===== src/rtl/sha3_pkg.sv =====
// Shared constants and FSM encoding for the SHA-3 squeeze path.
package sha3_pkg;

  localparam int STATE_W     = 1600;
  localparam int RATE_BITS   = 1088;
  localparam int DIGEST_BITS = 256;
  localparam int WORD_W      = 64;
  localparam int RATE_OFFSET = STATE_W - RATE_BITS;

  typedef enum logic {
    SQ_IDLE = 1'b0,
    SQ_EMIT = 1'b1
  } squeeze_state_e;

  function automatic int cnt_width(input int n);
    return (n > 1) ? $clog2(n) : 1;
  endfunction

endpackage


===== src/rtl/sha3_word_select.sv =====
// Counter-indexed digest word mux; byte-reverses each word when
// SHA3_SQUEEZE_BYTESWAP_EN is defined (FIPS 202 lane byte order).
module sha3_word_select #(
  parameter int DIGEST_BITS = 256,
  parameter int WORD_W      = 64,
  parameter int CNT_W       = 2
) (
  input  logic [DIGEST_BITS-1:0] snap,
  input  logic [CNT_W-1:0]       idx,
  output logic [WORD_W-1:0]      word
);

  localparam int NWORDS = DIGEST_BITS / WORD_W;
  localparam int NBYTES = WORD_W / 8;

  logic [WORD_W-1:0] word_raw;

  // Word 0 sits at the most significant end of the snapshot.
  always_comb begin
    word_raw = '0;
    for (int i = 0; i < NWORDS; i++) begin
      if (idx == CNT_W'(i)) word_raw = snap[DIGEST_BITS-1-i*WORD_W -: WORD_W];
    end
  end

`ifdef SHA3_SQUEEZE_BYTESWAP_EN
  always_comb begin
    word = '0;
    for (int b = 0; b < NBYTES; b++) begin
      word[b*8 +: 8] = word_raw[(NBYTES-1-b)*8 +: 8];
    end
  end
`else
  assign word = word_raw;
`endif

endmodule


===== src/rtl/sha3_squeeze_stage.sv =====
// Snapshots the digest from the final Keccak state and streams it out as
// WORD_W-bit words over valid/ready. Optional macro: SHA3_SQUEEZE_BYTESWAP_EN.
module sha3_squeeze_stage #(
  parameter int DIGEST_BITS = sha3_pkg::DIGEST_BITS,
  parameter int WORD_W      = sha3_pkg::WORD_W,
  parameter int RATE_BITS   = sha3_pkg::RATE_BITS
) (
  input  logic                       clk,
  input  logic                       rst,
  input  logic [sha3_pkg::STATE_W-1:0] state_in,
  input  logic                       state_valid,
  output logic                       state_ready,
  output logic [WORD_W-1:0]          out_data,
  output logic                       out_valid,
  output logic                       out_last,
  input  logic                       out_ready,
  output logic                       busy
);
  import sha3_pkg::*;

  localparam int NWORDS   = DIGEST_BITS / WORD_W;
  localparam int CNT_W    = cnt_width(NWORDS);
  localparam int RATE_LSB = STATE_W - RATE_BITS;
  localparam int RATE_MSB = RATE_LSB + RATE_BITS - 1;
  localparam logic [CNT_W-1:0] LAST_IDX = CNT_W'(NWORDS - 1);

  squeeze_state_e         fsm;
  logic [CNT_W-1:0]       cnt;
  logic [DIGEST_BITS-1:0] snap;
  logic                   valid_q;
  logic                   last_q;
  logic                   busy_q;
  logic                   accept;
  logic                   unused_state;

  assign unused_state = ^state_in[RATE_MSB-DIGEST_BITS:0];

  // Ready also on the final beat being taken, so digests run back-to-back.
  assign state_ready = !valid_q || (last_q && out_ready);
  assign accept      = state_valid && state_ready;

  always_ff @(posedge clk or posedge rst) begin
    if (rst) begin
      fsm     <= SQ_IDLE;
      cnt     <= '0;
      snap    <= '0;
      valid_q <= 1'b0;
      last_q  <= 1'b0;
      busy_q  <= 1'b0;
    end else begin
      if (accept) begin
        fsm     <= SQ_EMIT;
        snap    <= state_in[RATE_MSB -: DIGEST_BITS];
        cnt     <= '0;
        valid_q <= 1'b1;
        busy_q  <= 1'b1;
        last_q  <= (NWORDS == 1);
      end else begin
        case (fsm)
          SQ_IDLE: ;
          SQ_EMIT: begin
            if (out_ready) begin
              if (last_q) begin
                fsm     <= SQ_IDLE;
                cnt     <= '0;
                valid_q <= 1'b0;
                busy_q  <= 1'b0;
                last_q  <= 1'b0;
              end else begin
                cnt    <= cnt + 1'b1;
                last_q <= ((cnt + 1'b1) == LAST_IDX);
              end
            end
          end
          default: fsm <= SQ_IDLE;
        endcase
      end
    end
  end

  assign out_valid = valid_q;
  assign out_last  = last_q;
  assign busy      = busy_q;

  sha3_word_select #(
    .DIGEST_BITS (DIGEST_BITS),
    .WORD_W      (WORD_W),
    .CNT_W       (CNT_W)
  ) u_word_select (
    .snap (snap),
    .idx  (cnt),
    .word (out_data)
  );

endmodule


===== config.mk =====
export PLATFORM = sky130hd
export DESIGN_NAME = sha3_squeeze_stage
export DESIGN_NICKNAME = d
export VERILOG_FILES = /design/src/rtl/sha3_pkg.sv /design/src/rtl/sha3_word_select.sv /design/src/rtl/sha3_squeeze_stage.sv
export SDC_FILE = /design/constraint.sdc
export NUM_CORES = 1
export LEC_CHECK = 0
export BUFFER_PORTS_ARGS = -buffer_cell sky130_fd_sc_hd__buf_2
export CAP_MARGIN = 20
export CORE_AREA = 2 2 644 646
export DETAILED_ROUTE_END_ITERATION = 6
export DIE_AREA = 0 0 646 648
export PLACE_DENSITY = 0.3
export REMOVE_ABC_BUFFERS = 1
export SETUP_SLACK_MARGIN = 0.1
export SYNTH_ARGS = -nofsm -noshare
export SYNTH_HDL_FRONTEND = slang
export SYNTH_SLANG_ARGS = --single-unit

===== constraint.sdc =====
create_clock -name clk -period 7.6 [get_ports clk]
set_input_delay 0.38 -clock clk [delete_from_list [all_inputs] [get_ports clk]]
set_output_delay 0.38 -clock clk [all_outputs]
set_load 0.02 [all_outputs]

Yosys cells after proc, flatten, opt, wreduce, memory -nomap -nowiden
Cells that the tools add are included.
W data, S select, Z words.
{"block": "op_classes", "n_addsub": 1, "mul": 0, "div": 0, "magnitude_cmp": 0, "eq_ne": 4, "shifts": 0, "mux": 20, "bitwise": 0, "reduce_logical": 10}
{"operator": "$mux W64", "count": 4}
{"operator": "$mux W1", "count": 12}
{"operator": "$mux W2", "count": 4}
{"operator": "$eq A2 B2 Y1 const B", "count": 3}
{"operator": "$reduce_bool A2 Y1", "count": 3}
{"operator": "$reduce_and A3 Y1", "count": 1}
{"operator": "$add A2 B1 Y2 const B", "count": 1}
{"operator": "$eq A2 B1 Y1 const B", "count": 1}
{"operator": "$logic_and A1 B1 Y1", "count": 2}
{"operator": "$logic_not A2 Y1", "count": 1}
{"operator": "$reduce_and A2 Y1", "count": 1}
{"operator": "$logic_not A1 Y1", "count": 1}
{"operator": "$logic_or A1 B1 Y1", "count": 1}
{"block": "word_totals", "reg_bits": 261, "latchBits": 0, "ramBits": 0, "mem_bits_ro": 0, "memories": 0}

Logic depth before layout (Yosys ltp)
Gate-level depths: netlist of the first run.
{"block": "depth", "depth_word": 6, "ltp_mapped": 7, "depth_no_buf": 5}

Modules after synthesis
From an unflattened synthesis of the first run, not the netlist that was laid out.
{"block": "unflattened", "hier_cells": 644, "hier_area_um2": 12226.7}
{"module": "sha3_squeeze_stage", "n_inst": 1, "cells_per_inst": 566, "area_each_um2": 10603.9, "seq_area_each_um2": 6531.3}
{"module": "sha3_word_select", "n_inst": 1, "cells_per_inst": 78, "area_each_um2": 1622.8, "seq_area_each_um2": 0.0}

Worst setup path before layout of the first run
OpenSTA, ideal clock, no wires.
{"block": "synth_path", "path_kind": "register to output", "start": "register cnt[1]", "end": "output port out_data[38]", "arrival_time_ns": 1.860, "t_required_ns": 7.220, "setup_slack_ns": 5.360, "stages_incl_launch_ff": 8, "path_cell_list": "dfrtp_1 inv_1 ha_1 clkbuf_1 clkbuf_1 clkbuf_1 nand2_1 a31oi_1"}
{"block": "synth_between", "elab_chain_len": 5, "word_cells_on_any_way": 8, "classes_between": "eq/ne: 3; mux: 4; reduce/logical: 1"}
{"element": "start: declaration", "line_no": "sha3_squeeze_stage.sv:28", "text": "logic [CNT_W-1:0] cnt;"}
{"element": "start signal: assignment", "line_no": "sha3_squeeze_stage.sv:70", "text": "cnt <= cnt + 1'b1;"}
{"element": "$logic_not A2 Y1", "line_no": "sha3_word_select.sv:22", "text": "if (idx == CNT_W'(i)) word_raw = snap[DIGEST_BITS-1-i*WORD_W -: WORD_W];"}
{"element": "$mux W64 (3 in series)", "line_no": "sha3_word_select.sv:22"}
{"element": "$mux W64 (*)", "line_no": "sha3_word_select.sv:22"}
{"element": "end: declaration", "line_no": "sha3_squeeze_stage.sv:13", "text": "output logic [WORD_W-1:0] out_data,"}
Mark *: on every way between the ends. The rest lies on a longest branch, timed or not.

Final worst setup path of the first run
{"block": "layout_path", "start": "register cnt[1]", "end": "output port out_data[29]"}
The elaborated chain is that of the path after synthesis.

==> qor.csv, run 1 <==
stage,metric,value,unit
timing,Max Fclk,0.238,GHz
cells_and_area,area grow syn2layout,97.1,%
cells_and_area,fin util,6.03,%
floorplanning,die span in y,648,µm
cts,CTS tree,yes,
detailed_routing,Avg WL per Cell,9.26,µm
cts,Clock Path Buffers,3,
synthesis,ys flop type,dfrtp_1,
setup_path,endpoint class of the critical path,output pin,
synthesis,Yosys warning total,0,
timing,Fin Clk Skew,81.6,ps
setup_path,CP startpoint kind,flop,
detailed_routing,Routed WL,64900,µm
timing,period utilisation layout,55.4,%
floorplanning,IO Count,1672,
setup_path,Top delay family on crit path,buffers and inverters,
cells_and_area,fin area,24800,µm²
timing,Hold Fails Final Rpt,0,
cts,Worst-Skew Late Latency,690,ps
cts,H-Tree Depth,2,
power,Power Density,351,nW/µm²
floorplanning,Initial Util,3.06,%
setup_path,CP max FO,50,
synthesis,leading area contributor after synthesis,dfrtp_1,
detailed_routing,vias per cell,1.39,
synthesis,Post-synth EDFFs,0,
job,total of max-cap violations,0,
timing,pin slew with the least headroom to its limit,1000,ps
power,Max IR drop VDD,0.000174,V
timing,RSZ-0062 raised after global routing,false,
synthesis,Mapped Area,12600,µm²
setup_path,CP required,7220,ps
cells_and_area,layout cell share with drive strength beyond 1,46.7,%
timing,Slew HR,33.2,%
cts,CTS Buf Count,41,
place,GPL Wtd Cong,0.660,
cts,Clock transition at path regs,50,ps
place,port bufs,327,
grt,global-route wire length before repair,87500,µm
cts,CTS root buf,clkbuf_16,
grt,initial antenna violation count,35,
power,P_leak,0.00842,µW
timing,Final Slew Violations,0,
floorplanning,Die W,646,µm
detailed_routing,DR vias,9725,
cts,postcts setup bufs,0,
detailed_routing,First-pass DRT Iterations,4,
cells_and_area,Post-layout nets,3091,
grt,Tot GR Track Use,3.05,%
floorplanning,die area,419000,µm²
outcome,run status,"complete, no violations",
worst_hold_path,HP Class,in -> reg,
grt,Congestion Overflow GR,0,
place,placed cell area,20900,µm²
setup_path,CP bufs+invs,3,
grt,pin count of the biggest net entering global routing,105,
timing,Setup WS post-layout,3390,ps
synthesis,async set-reset flop share out of synthesis,100,%
synthesis,post-synth top area share,51.9,%
grt,vias in the first global route,10800,
setup_path,Setup Crit Path Kind,reg -> out,
synthesis,cell count after synthesis,911,
synthesis,post-synthesis cell type count,25,
timing,crit path time final,4210,ps
setup_path,crit-path max cell delay,640,ps
detailed_routing,DRC,0,
detailed_routing,DRT antenna net count,0,
setup_path,"Max stage delay cell, worst path",a31oi_1,
detailed_routing,Detailed Route Iter0 Violations,413,
setup_path,worst-path cell chain,inv_1 > ha_4 > buf_4 > nand2_1 > a31oi_1 > buf_2,
floorplanning,CORE AREA,412000,µm²
timing,final setup vio count,0,
cts,# clock sinks,261,
place,post-place setup slack,3900,ps
place,post-DP HPWL,47100,µm
synthesis,sequential fraction of the synthesis area,51.9,%
floorplanning,std cell rows,236,
setup_path,Worst Path Arrival,3830,ps
synthesis,synth top area cells,"dfrtp_1 52%, mux2_4 23%, mux2_2 5.4%, nand3b_1 3.8%, a31oi_1 3.2%",
synthesis,Synth Register Bits,261,
synthesis,Avg Inst Size Synth,13.8,µm²
[final cells by class]
| type | instances | area (µm²) |
|---|---|---|
| inverter | 4 | 25.0 |
| clock buffer | 58 | 1130 |
| clock inverter | 12 | 188 |
| multi-input combinational | 572 | 5650 |
| fill | 48400 | 387000 |
| sequential | 261 | 6530 |
| antenna | 25 | 62.6 |
| timing repair buffer | 602 | 4390 |
| tap | 5474 | 6850 |
[registers in the layout (all words and copies together) (netlist names)]
name / count
fsm: 1
cnt: 2
out_last: 1
snap: 256
busy: 1
[per-layer routing]
metal | up-vias | GRT usage [%] | wire length, µm
met2 | 263 | 5.09 | 31200
met5 | - | 0 | 114
met3 | 92 | 1.01 | 3680
met4 | 20 | 1.09 | 2200
met1 | 4864 | 3.63 | 27700
li1 | 4486 | - | -
[worst paths after layout]
path / slack (ps) / cells past startpoint / from / endpoint
worst max-delay path: 3390 / 6 / cnt[1]$_DFFE_PP0P_ / out_data[29]
worst min-delay path: 160 / 2 / state_in[1450] / snap[106]$_DFFE_PP0P_
worst max register to register: 4660 / 4 / busy$_DFFE_PP0P_ / snap[78]$_DFFE_PP0P_
worst min register to register: 500 / 1 / snap[49]$_DFFE_PP0P_ / snap[49]$_DFFE_PP0P_
max in group asynchronous: 5430 / 5 / rst / snap[12]$_DFFE_PP0P_
min in group asynchronous: 410 / 3 / rst / snap[66]$_DFFE_PP0P_
[placed cells by master (no fill, tap or decap), drive strengths merged, types with 3 or more instances in the layout]
master and n:
a31oi 64, buf 345, bufinv 3, clkbuf 58, clkinv 4, dfrtp 261, diode 25, dlygate4sd3 257
ha 5, inv 7, mux2 256, nand2 68, nand3b 64, nor2 3, o21ai 37, o22ai 27
or3b 37
[power by group]
group	internal, µW	leakage [µW]	switching (µW)
sequential	2090	0.00316	385
combinational	1820	0.00464	2470
clock	1140	0.000632	809
total	5050	0.00842	3660
[cells by family (layout without fill, tap and decap cells)]
| logic type | Yosys count | count (layout) | synth area share, % |
|---|---|---|---|
| flip-flops | 261 | 261 | 51.9 |
| multiplexers | 257 | 257 | 28.8 |
| AND/OR/NAND/NOR | 177 | 177 | 8.78 |
| AO/OA/AOI/OAI | 133 | 133 | 6.27 |
| buffers and inverters | 78 | 676 | 3.79 |
| adder cells (fa/ha/maj) | 5 | 5 | 0.497 |
| other | 0 | 25 | 0 |
[through the flow]
step | setup TNS (ps) | std cells | hold slack (ps) | total power, µW
floorplan | -759170 | 837 | 472 | 5150
global placement | 0 | 6655 | 485 | 6910
detailed placement | 0 | 6656 | 485 | 6940
CTS | 0 | 6983 | 106 | 9150
global route | 0 | 7001 | 132 | 9380
finish | 0 | 7008 | 157 | 8710
[synth_stat cells (2+ instances only)]
library cell	instances
dfrtp_1	261
mux2_4	196
nand2_1	68
a31oi_1	64
nand3b_1	64
mux2_2	60
clkbuf_1	44
o21ai_0	37
or3b_2	37
o22ai_1	27
buf_6	23
buf_2	6
ha_1	5
inv_1	3
nor2_1	3
a21o_1	2
a21oi_1	2
nand4b_1	2
[repair_timing]
item / CTS / global route
hold buffers: 257 / 0
endpoints found under the hold margin: 351 / 0
resized for setup: 0 / 0
Note: power is estimated with default switching activity, not from simulation.
==> run 2, diff against run 1 <==
--- a/config.mk
+++ b/config.mk
@@ -5,11 +5,12 @@
 export SDC_FILE = /design/constraint.sdc
 export NUM_CORES = 1
 export LEC_CHECK = 0
+export ABC_AREA = 1
 export BUFFER_PORTS_ARGS = -buffer_cell sky130_fd_sc_hd__buf_2
 export CAP_MARGIN = 20
-export CORE_AREA = 2 2 644 646
+export CORE_AREA = 2 2 653 655
 export DETAILED_ROUTE_END_ITERATION = 6
-export DIE_AREA = 0 0 646 648
+export DIE_AREA = 0 0 655 657
 export PLACE_DENSITY = 0.3
 export REMOVE_ABC_BUFFERS = 1
 export SETUP_SLACK_MARGIN = 0.1
==> constraint.sdc (replaced) <==
create_clock -name clk -period 3.6 [get_ports clk]
set_input_delay 0.18 -clock clk [delete_from_list [all_inputs] [get_ports clk]]
set_output_delay 0.18 -clock clk [all_outputs]
set_load 0.02 [all_outputs]
==> qor.csv, run 2 <==
stage,metric,value,unit,change
outcome,run status,"complete, no violations",,unchanged
cts,CTS tree,yes,,unchanged
synthesis,sequential fraction of the synthesis area,50.5,%,was 51.9%
synthesis,leading area contributor after synthesis,dfrtp_1,,unchanged
synthesis,Synth top cells by count,"739 x nand2_1, 327 x nand3_1, 261 x dfrtp_1",,"was 261 x dfrtp_1, 196 x mux2_4, 68 x nand2_1"
timing,Fin Setup TNS,0,ps,unchanged
floorplanning,Initial Util,3.06,%,about the same
synthesis,cell count after synthesis,1705,,was 911
cts,CTS root buf,clkbuf_16,,unchanged
timing,pin slew with the least headroom to its limit,863,ps,was 1000 ps
setup_path,CP max FO,24,,was 50
timing,period utilisation layout,90.0,%,
timing,Fin Clk Skew,33.7,ps,was 81.6 ps
timing,RSZ-0062 raised after global routing,false,,unchanged
cts,Clock transition at path regs,50,ps,about the same
grt,global-route wire length before repair,113000,µm,was 87500 µm
cells_and_area,Post-layout nets,3866,,was 3091
detailed_routing,First-pass DRT Iterations,5,,was 4
worst_hold_path,Hold Path Cell Cnt,3,,was 2
place,Placed Instances,7612,,was 6656
place,post-DP HPWL,59100,µm,was 47100 µm
detailed_routing,Avg WL per Cell,10.4,µm,was 9.26 µm
synthesis,ys flop type,dfrtp_1,,unchanged
cells_and_area,"most common cell after layout, fill and taps aside",nand2_1,,was buf_2
grt,vias in the first global route,14100,,was 10800
power,P_leak,0.0102,µW,was 0.00842 µW
floorplanning,Die W,655,µm,was 646 µm
cts,# clock sinks,261,,unchanged
synthesis,Yosys warning total,0,,unchanged
timing,Hold Fails Final Rpt,0,,unchanged
synthesis,Avg Inst Size Synth,7.58,µm²,was 13.8 µm²
cells_and_area,largest registers,"snap (256), cnt (2)",,unchanged
timing,Max Fclk,0.309,GHz,
setup_path,Worst Path Arrival,3060,ps,was 3830 ps
timing,Final Slew Violations,0,,unchanged
detailed_routing,DR vias,13600,,was 9725
floorplanning,die span in y,657,µm,was 648 µm
synthesis,Post-synth EDFFs,0,,unchanged
timing,crit path time final,3240,ps,
setup_path,CP required,3420,ps,was 7220 ps
grt,Congestion Overflow GR,0,,unchanged
synthesis,post-synthesis cell type count,14,,was 25
job,total of max-cap violations,0,,unchanged
detailed_routing,DRC,0,,unchanged
detailed_routing,Detailed Route Iter0 Violations,775,,was 413
timing,final setup vio count,0,,unchanged
setup_path,endpoint class of the critical path,output pin,,unchanged
cts,Worst-Skew Late Latency,660,ps,was 690 ps
setup_path,Setup Crit Path Kind,reg -> out,,unchanged
synthesis,async set-reset flop share out of synthesis,100,%,unchanged
floorplanning,IO Count,1672,,unchanged
grt,pin count of the biggest net entering global routing,85,,was 105
setup_path,R2R cell count,6,,was 4
cells_and_area,most frequent cells in the layout,"739 x nand2_1, 327 x nand3_1, 323 x buf_2, 261 x dfrtp_1, 257 x dlygate4sd3_1",,"was 327 x buf_2, 261 x dfrtp_1, 257 x dlygate4sd3_1, 196 x mux2_4, 68 x nand2_1"
cts,Clock Path Buffers,3,,unchanged
grt,Tot GR Track Use,3.81,%,was 3.05%
floorplanning,std cell rows,239,,was 236
cells_and_area,Largest register FFs,256,,unchanged
detailed_routing,vias per cell,1.71,,was 1.39
synthesis,"count leader, synth",nand2_1,,was dfrtp_1
setup_path,CP startpoint kind,flop,,unchanged
cts,CTS Buf Count,43,,was 41
floorplanning,die area,430000,µm²,was 419000 µm²
cells_and_area,layout cell share with drive strength beyond 1,20.3,%,was 46.7%
power,Max IR drop VDD,0.000480,V,was 0.000174 V
detailed_routing,Routed WL,83300,µm,was 64900 µm
floorplanning,CORE AREA,423000,µm²,was 412000 µm²
place,port bufs,327,,unchanged
place,GPL Wtd Cong,0.701,,was 0.660
cells_and_area,Fill cells,50000,,was 48400
power,Power Density,731,nW/µm²,was 351 nW/µm²
timing,Slew HR,42.5,%,was 33.2%
detailed_routing,DRT antenna net count,0,,unchanged
worst_hold_path,HP Class,in -> reg,,unchanged
cells_and_area,Finished Layout Cells,7968,,was 7008
cells_and_area,area grow syn2layout,97.7,%,was 97.1%
synthesis,Synth Register Bits,261,,unchanged
cells_and_area,"Most flops, register",snap,,unchanged
synthesis,post-synth top area share,50.5,%,was 51.9%
synthesis,Mapped Area,12900,µm²,was 12600 µm²
synthesis,synth top area cells,"dfrtp_1 51%, nand2_1 21%, nand3_1 13%, a21oi_1 4.0%, nor2_1 2.6%",,"was dfrtp_1 52%, mux2_4 23%, mux2_2 5.4%, nand3b_1 3.8%, a31oi_1 3.2%"
cells_and_area,fin util,6.04,%,was 6.03%
grt,initial antenna violation count,41,,was 35
cts,H-Tree Depth,2,,unchanged
==> run 2: routing by layer <==
layer  share of wire (%)  global-route usage (%)  vias to the layer above  wire length (µm)
li1                    -                       -                     6573                 -
met1                  45                    4.77                     6572             37200
met2                  47                    6.38                      386             39500
met3                 5.2                    1.03                       96              4330
met4                 2.7                    1.03                       10              2210
met5               0.071                       0                        -                59
==> run 2: metrics by stage <==
| stage | setup WS (ps) | hold WS [ps] | area, µm² | power (µW) |
|---|---|---|---|---|
| 3_5_place_dp | 629 | 371 | 21400 | 14500 |
| 6_report | 359 | 88.7 | 25500 | 18700 |
| 3_3_place_gp | 615 | 356 | 21400 | 14500 |
| 2_1_floorplan | -3760 | 324 | 12000 | 9500 |
| 4_1_cts | 120 | 0.801 | 25500 | 19500 |
| 5_1_grt | 115 | 33.9 | 25500 | 20300 |
==> run 2: worst max-delay path: stages (launching register included) <==
cell and delay, ps:
dfrtp_1 490, inv_1 170, ha_4 210, inv_4 360, buf_4 470, nand2_1 100, nand3_1 80, a21oi_1 70
buf_4 160, buf_2 210
==> run 2: repair_timing <==
item	in CTS	in global routing
hold endpoints to repair	326	0
buffers inserted	6	0
cloned	0	0
pin swaps	1	0
hold buffers	257	0
resized for setup	3	1
setup endpoints to repair	13	1
==> run 2: path summary, 6_finish.rpt <==
| check | start | endpoint | slack (ps) |
|---|---|---|---|
| max in group asynchronous | rst | snap[111]$_DFFE_PP0P_ | 2450 |
| worst min register to register | snap[184]$_DFFE_PP0P_ | snap[184]$_DFFE_PP0P_ | 470 |
| min in group asynchronous | rst | snap[62]$_DFFE_PP0P_ | 170 |
| worst min-delay path | state_in[1568] | snap[224]$_DFFE_PP0P_ | 90 |
| worst max register to register | out_last$_DFFE_PP0P_ | snap[172]$_DFFE_PP0P_ | 1040 |
| worst max-delay path | cnt[1]$_DFFE_PP0P_ | out_data[24] | 360 |
==> run 2: cells by family (layout without fill, tap and decap cells) <==
group | after synthesis | after routing | share of synthesized area, %
AO/OA/AOI/OAI | 102 | 102 | 3.95
adder cells (fa/ha/maj) | 5 | 5 | 0.484
buffers and inverters | 178 | 763 | 8.14
flip-flops | 261 | 261 | 50.5
other | 0 | 15 | 0
AND/OR/NAND/NOR | 1159 | 1159 | 36.9
==> run 2: report_power, final <==
| group | total, µW | switching [µW] | internal [µW] | leakage, µW |
|---|---|---|---|---|
| sequential | 5070 | 757 | 4320 | 0.00325 |
| clock | 4410 | 1820 | 2580 | 0.000705 |
| combinational | 9210 | 6530 | 2680 | 0.00622 |
==> run 2: layout make-up <==
cell class | instances | area [µm²] | share of cell area, %
diodes | 15 | 37.5 | 0.147
well taps | 5663 | 7090 | 27.7
clock inverters | 18 | 240 | 0.940
multi-input cells | 1266 | 5420 | 21.2
clock buffers | 60 | 1240 | 4.85
repair buffers | 641 | 4810 | 18.8
flip-flops and latches | 261 | 6530 | 25.6
inverters | 44 | 184 | 0.720
==> run 3, diff against run 2 <==
==> constraint.sdc (replaced) <==
create_clock -name clk -period 2.8 [get_ports clk]
set_input_delay 0.14 -clock clk [delete_from_list [all_inputs] [get_ports clk]]
set_output_delay 0.14 -clock clk [all_outputs]
set_load 0.02 [all_outputs]
==> qor.csv, run 3 (same netlist as run 2, synthesis figures left out) <==
stage,metric,value,unit,change
detailed_routing,metal2 WL,44300,µm,was 39500 µm
timing,RSZ-0062 raised after global routing,true,,was false
outcome,run status,"complete, no violations",,unchanged
floorplanning,CORE AREA,423000,µm²,unchanged
detailed_routing,DR vias,14300,,was 13600
power,sequential share of power,22.8,%,was 27.2%
cells_and_area,Post-layout nets,3973,,was 3866
setup_path,most used cell along the critical path,nand2_2,,was buf_4
cts,# clock sinks,261,,unchanged
floorplanning,Initial Util,3.06,%,unchanged
worst_hold_path,HP Class,in -> async,,was in -> reg
cells_and_area,Largest register FFs,256,,unchanged
cells_and_area,"Most flops, register",snap,,unchanged
place,Placed Instances,7629,,was 7612
setup_path,Setup Crit Path Kind,reg -> out,,unchanged
place,GPL Wtd Cong,0.703,,was 0.701
place,port bufs,327,,unchanged
cells_and_area,largest registers,"snap (256), cnt (2)",,unchanged
power,combinational power share,58.1,%,was 49.3%
grt,Tot GR Track Use,4.14,%,was 3.81%
power,Power Density,1020,nW/µm²,was 731 nW/µm²
setup_path,CP startpoint kind,flop,,unchanged
job,total of max-cap violations,0,,unchanged
power,Int Pwr,15700,µW,was 9580 µW
cts,CTS Buf Count,43,,unchanged
cells_and_area,Multi-input gate area,6520,µm²,was 5420 µm²
setup_path,worst-path cell chain,buf_6 > ha_4 > buf_12 > buf_12 > buf_16 > a21oi_1 > nand2_2 > nand2_2 > nand2_2 > buf_6,,was inv_1 > ha_4 > inv_4 > buf_4 > nand2_1 > nand3_1 > a21oi_1 > buf_4 > buf_2
cts,Clock Path Buffers,3,,unchanged
grt,vias in the first global route,15000,,was 14100
detailed_routing,met1 WL,39600,µm,was 37200 µm
detailed_routing,Detailed Route Iter0 Violations,750,,was 775
detailed_routing,DRC,0,,unchanged
grt,global-route wire length before repair,122000,µm,was 113000 µm
setup_path,endpoint class of the critical path,output pin,,unchanged
power,switching share of power,46.3,%,was 48.8%
floorplanning,std cell rows,239,,unchanged
timing,Setup WS post-layout,158,ps,was 359 ps
place,post-place setup slack,37.6,ps,was 629 ps
cells_and_area,"most common cell after layout, fill and taps aside",nand2_1,,unchanged
cells_and_area,most frequent cells in the layout,"634 x nand2_1, 282 x dlygate4sd3_1, 281 x nand3_1, 262 x buf_2, 259 x dfrtp_1",,"was 739 x nand2_1, 327 x nand3_1, 323 x buf_2, 261 x dfrtp_1, 257 x dlygate4sd3_1"
setup_path,crit-path max cell delay,450,ps,was 490 ps
detailed_routing,Routed WL,90600,µm,was 83300 µm
timing,Slew HR,50.2,%,was 42.5%
timing,final setup vio count,0,,unchanged
grt,initial antenna violation count,37,,was 41
cells_and_area,layout cell share with drive strength beyond 1,31.5,%,was 20.3%
power,Sw Pwr,13600,µW,was 9110 µW
cts,CTS tree,yes,,unchanged
setup_path,"Max stage delay cell, worst path",dfrtp_2,,was dfrtp_1
timing,pin slew with the least headroom to its limit,747,ps,was 863 ps
place,post-DP HPWL,60000,µm,was 59100 µm
cts,Worst-Skew Late Latency,680,ps,was 660 ps
setup_path,CP max FO,8,,was 24
cts,CTS root buf,clkbuf_16,,unchanged
timing,period utilisation layout,94.4,%,
floorplanning,Die W,655,µm,unchanged
timing,crit path time final,2640,ps,
power,part of the power in the clock network,19.1,%,was 23.6%
floorplanning,IO Count,1672,,unchanged
floorplanning,die area,430000,µm²,unchanged
cells_and_area,Finished Layout Cells,8070,,was 7968
timing,Max Fclk,0.378,GHz,
cells_and_area,register area,6530,µm²,about the same
setup_path,Worst Path Arrival,2500,ps,was 3060 ps
detailed_routing,top routing layer used,met5,,unchanged
floorplanning,die span in y,657,µm,unchanged
grt,Congestion Overflow GR,0,,unchanged
power,P_leak,0.0114,µW,was 0.0102 µW
timing,Fin Clk Skew,27.1,ps,was 33.7 ps
cells_and_area,Fill cells,49800,,was 50000
detailed_routing,First-pass DRT Iterations,5,,unchanged
detailed_routing,met3 WL,4500,µm,was 4330 µm
cts,H-Tree Depth,2,,unchanged
timing,Final Slew Violations,0,,unchanged
cells_and_area,area grow syn2layout,123,%,was 97.7%
cts,Clock transition at path regs,60,ps,was 50 ps
setup_path,CP required,2660,ps,was 3420 ps
timing,Hold Fails Final Rpt,0,,unchanged
detailed_routing,vias per cell,1.77,,was 1.71
detailed_routing,DRT antenna net count,0,,unchanged
detailed_routing,Avg WL per Cell,11.2,µm,was 10.4 µm
power,Max IR drop VDD,0.000487,V,was 0.000480 V
grt,pin count of the biggest net entering global routing,62,,was 85
==> run 3: cell types whose count changed in the layout (fill, tap and decap cells not counted), moves of 34 or more <==
cell     previous run  this run
a21oi_1           101        50
nand3_2             0        34
nand3_1           327       281
buf_12             12        48
nand2_2             0        60
buf_6               1        65
a21oi_2             1        43
buf_2             323       262
nand2_1           739       634
nand2_4             0        43
==> run 3: area by class of cell <==
cell class                 instances  share of cell area, %
inverter                          44                  0.726
multi-input combinational       1266                   22.7
clock buffer                      58                   4.04
antenna                           11                 0.0956
tap                             5663                   24.6
clock inverter                    19                  0.735
timing repair buffer             748                   24.4
sequential                       261                   22.7
==> run 3: stage by stage <==
stage | util [%] | hold slack, ps | total power [µW] | TNS (ps) | area, µm²
4_1_cts | 6.58 | 48.0 | 29100 | -121 | 27800
5_1_grt | 6.80 | 65.1 | 31800 | -14.9 | 28800
3_3_place_gp | 5.14 | 279 | 19100 | 0 | 21800
2_1_floorplan | - | 284 | 12200 | -2187050 | 12000
6_report | 6.81 | 77.0 | 29300 | 0 | 28800
3_5_place_dp | 5.14 | 277 | 19100 | 0 | 21800
==> run 3: worst paths after layout <==
path	start	end	slack (ps)	cells past startpoint
worst max-delay path	cnt[1]$_DFFE_PP0P_	out_data[47]	160	10
worst min-delay path	rst	snap[61]$_DFFE_PP0P_	80	3
worst max register to register	out_last$_DFFE_PP0P_	snap[184]$_DFFE_PP0P_	630	6
worst min register to register	snap[151]$_DFFE_PP0P_	snap[151]$_DFFE_PP0P_	470	2
max in group asynchronous	rst	cnt[1]$_DFFE_PP0P_	1680	4
min in group clk	state_in[1356]	snap[12]$_DFFE_PP0P_	100	4
==> run 3: power by group through the flow <==
stage / Sequential (µW) / Combinational, µW / Clock [µW]
final: 6680 / 17000 / 5600
after global routing: 6900 / 18800 / 6130
after CTS: 6560 / 16500 / 6050
after detailed placement: 6560 / 12500 / 0
after global placement: 6510 / 12500 / 0
after floorplan: 6310 / 5910 / 0
==> run 3: layer usage <==
| metal | GRT usage (%) | vias to the layer above |
|---|---|---|
| met5 | 0 | - |
| met3 | 1.10 | 110 |
| li1 | - | 6800 |
| met4 | 0.993 | 14 |
| met1 | 5.10 | 7050 |
| met2 | 7.09 | 346 |
==> run 3: critical path: cells and delay by family, from the launching register on <==
kind | cells | cell delay (ps)
AO/OA/AOI/OAI | 1 | 140
adder cells (fa/ha/maj) | 1 | 200
AND/OR/NAND/NOR | 3 | 230
flip-flops | 1 | 450
buffers and inverters | 5 | 750
==> run 3: repair_timing <==
item | in CTS | in global routing
hold buffers | 282 | 0
buffers inserted | 48 | 11
pin swaps | 60 | 97
setup endpoints to repair | 64 | 65
gates resized for setup | 281 | 196
cloned | 11 | 4
hold endpoints to repair | 326 | 0
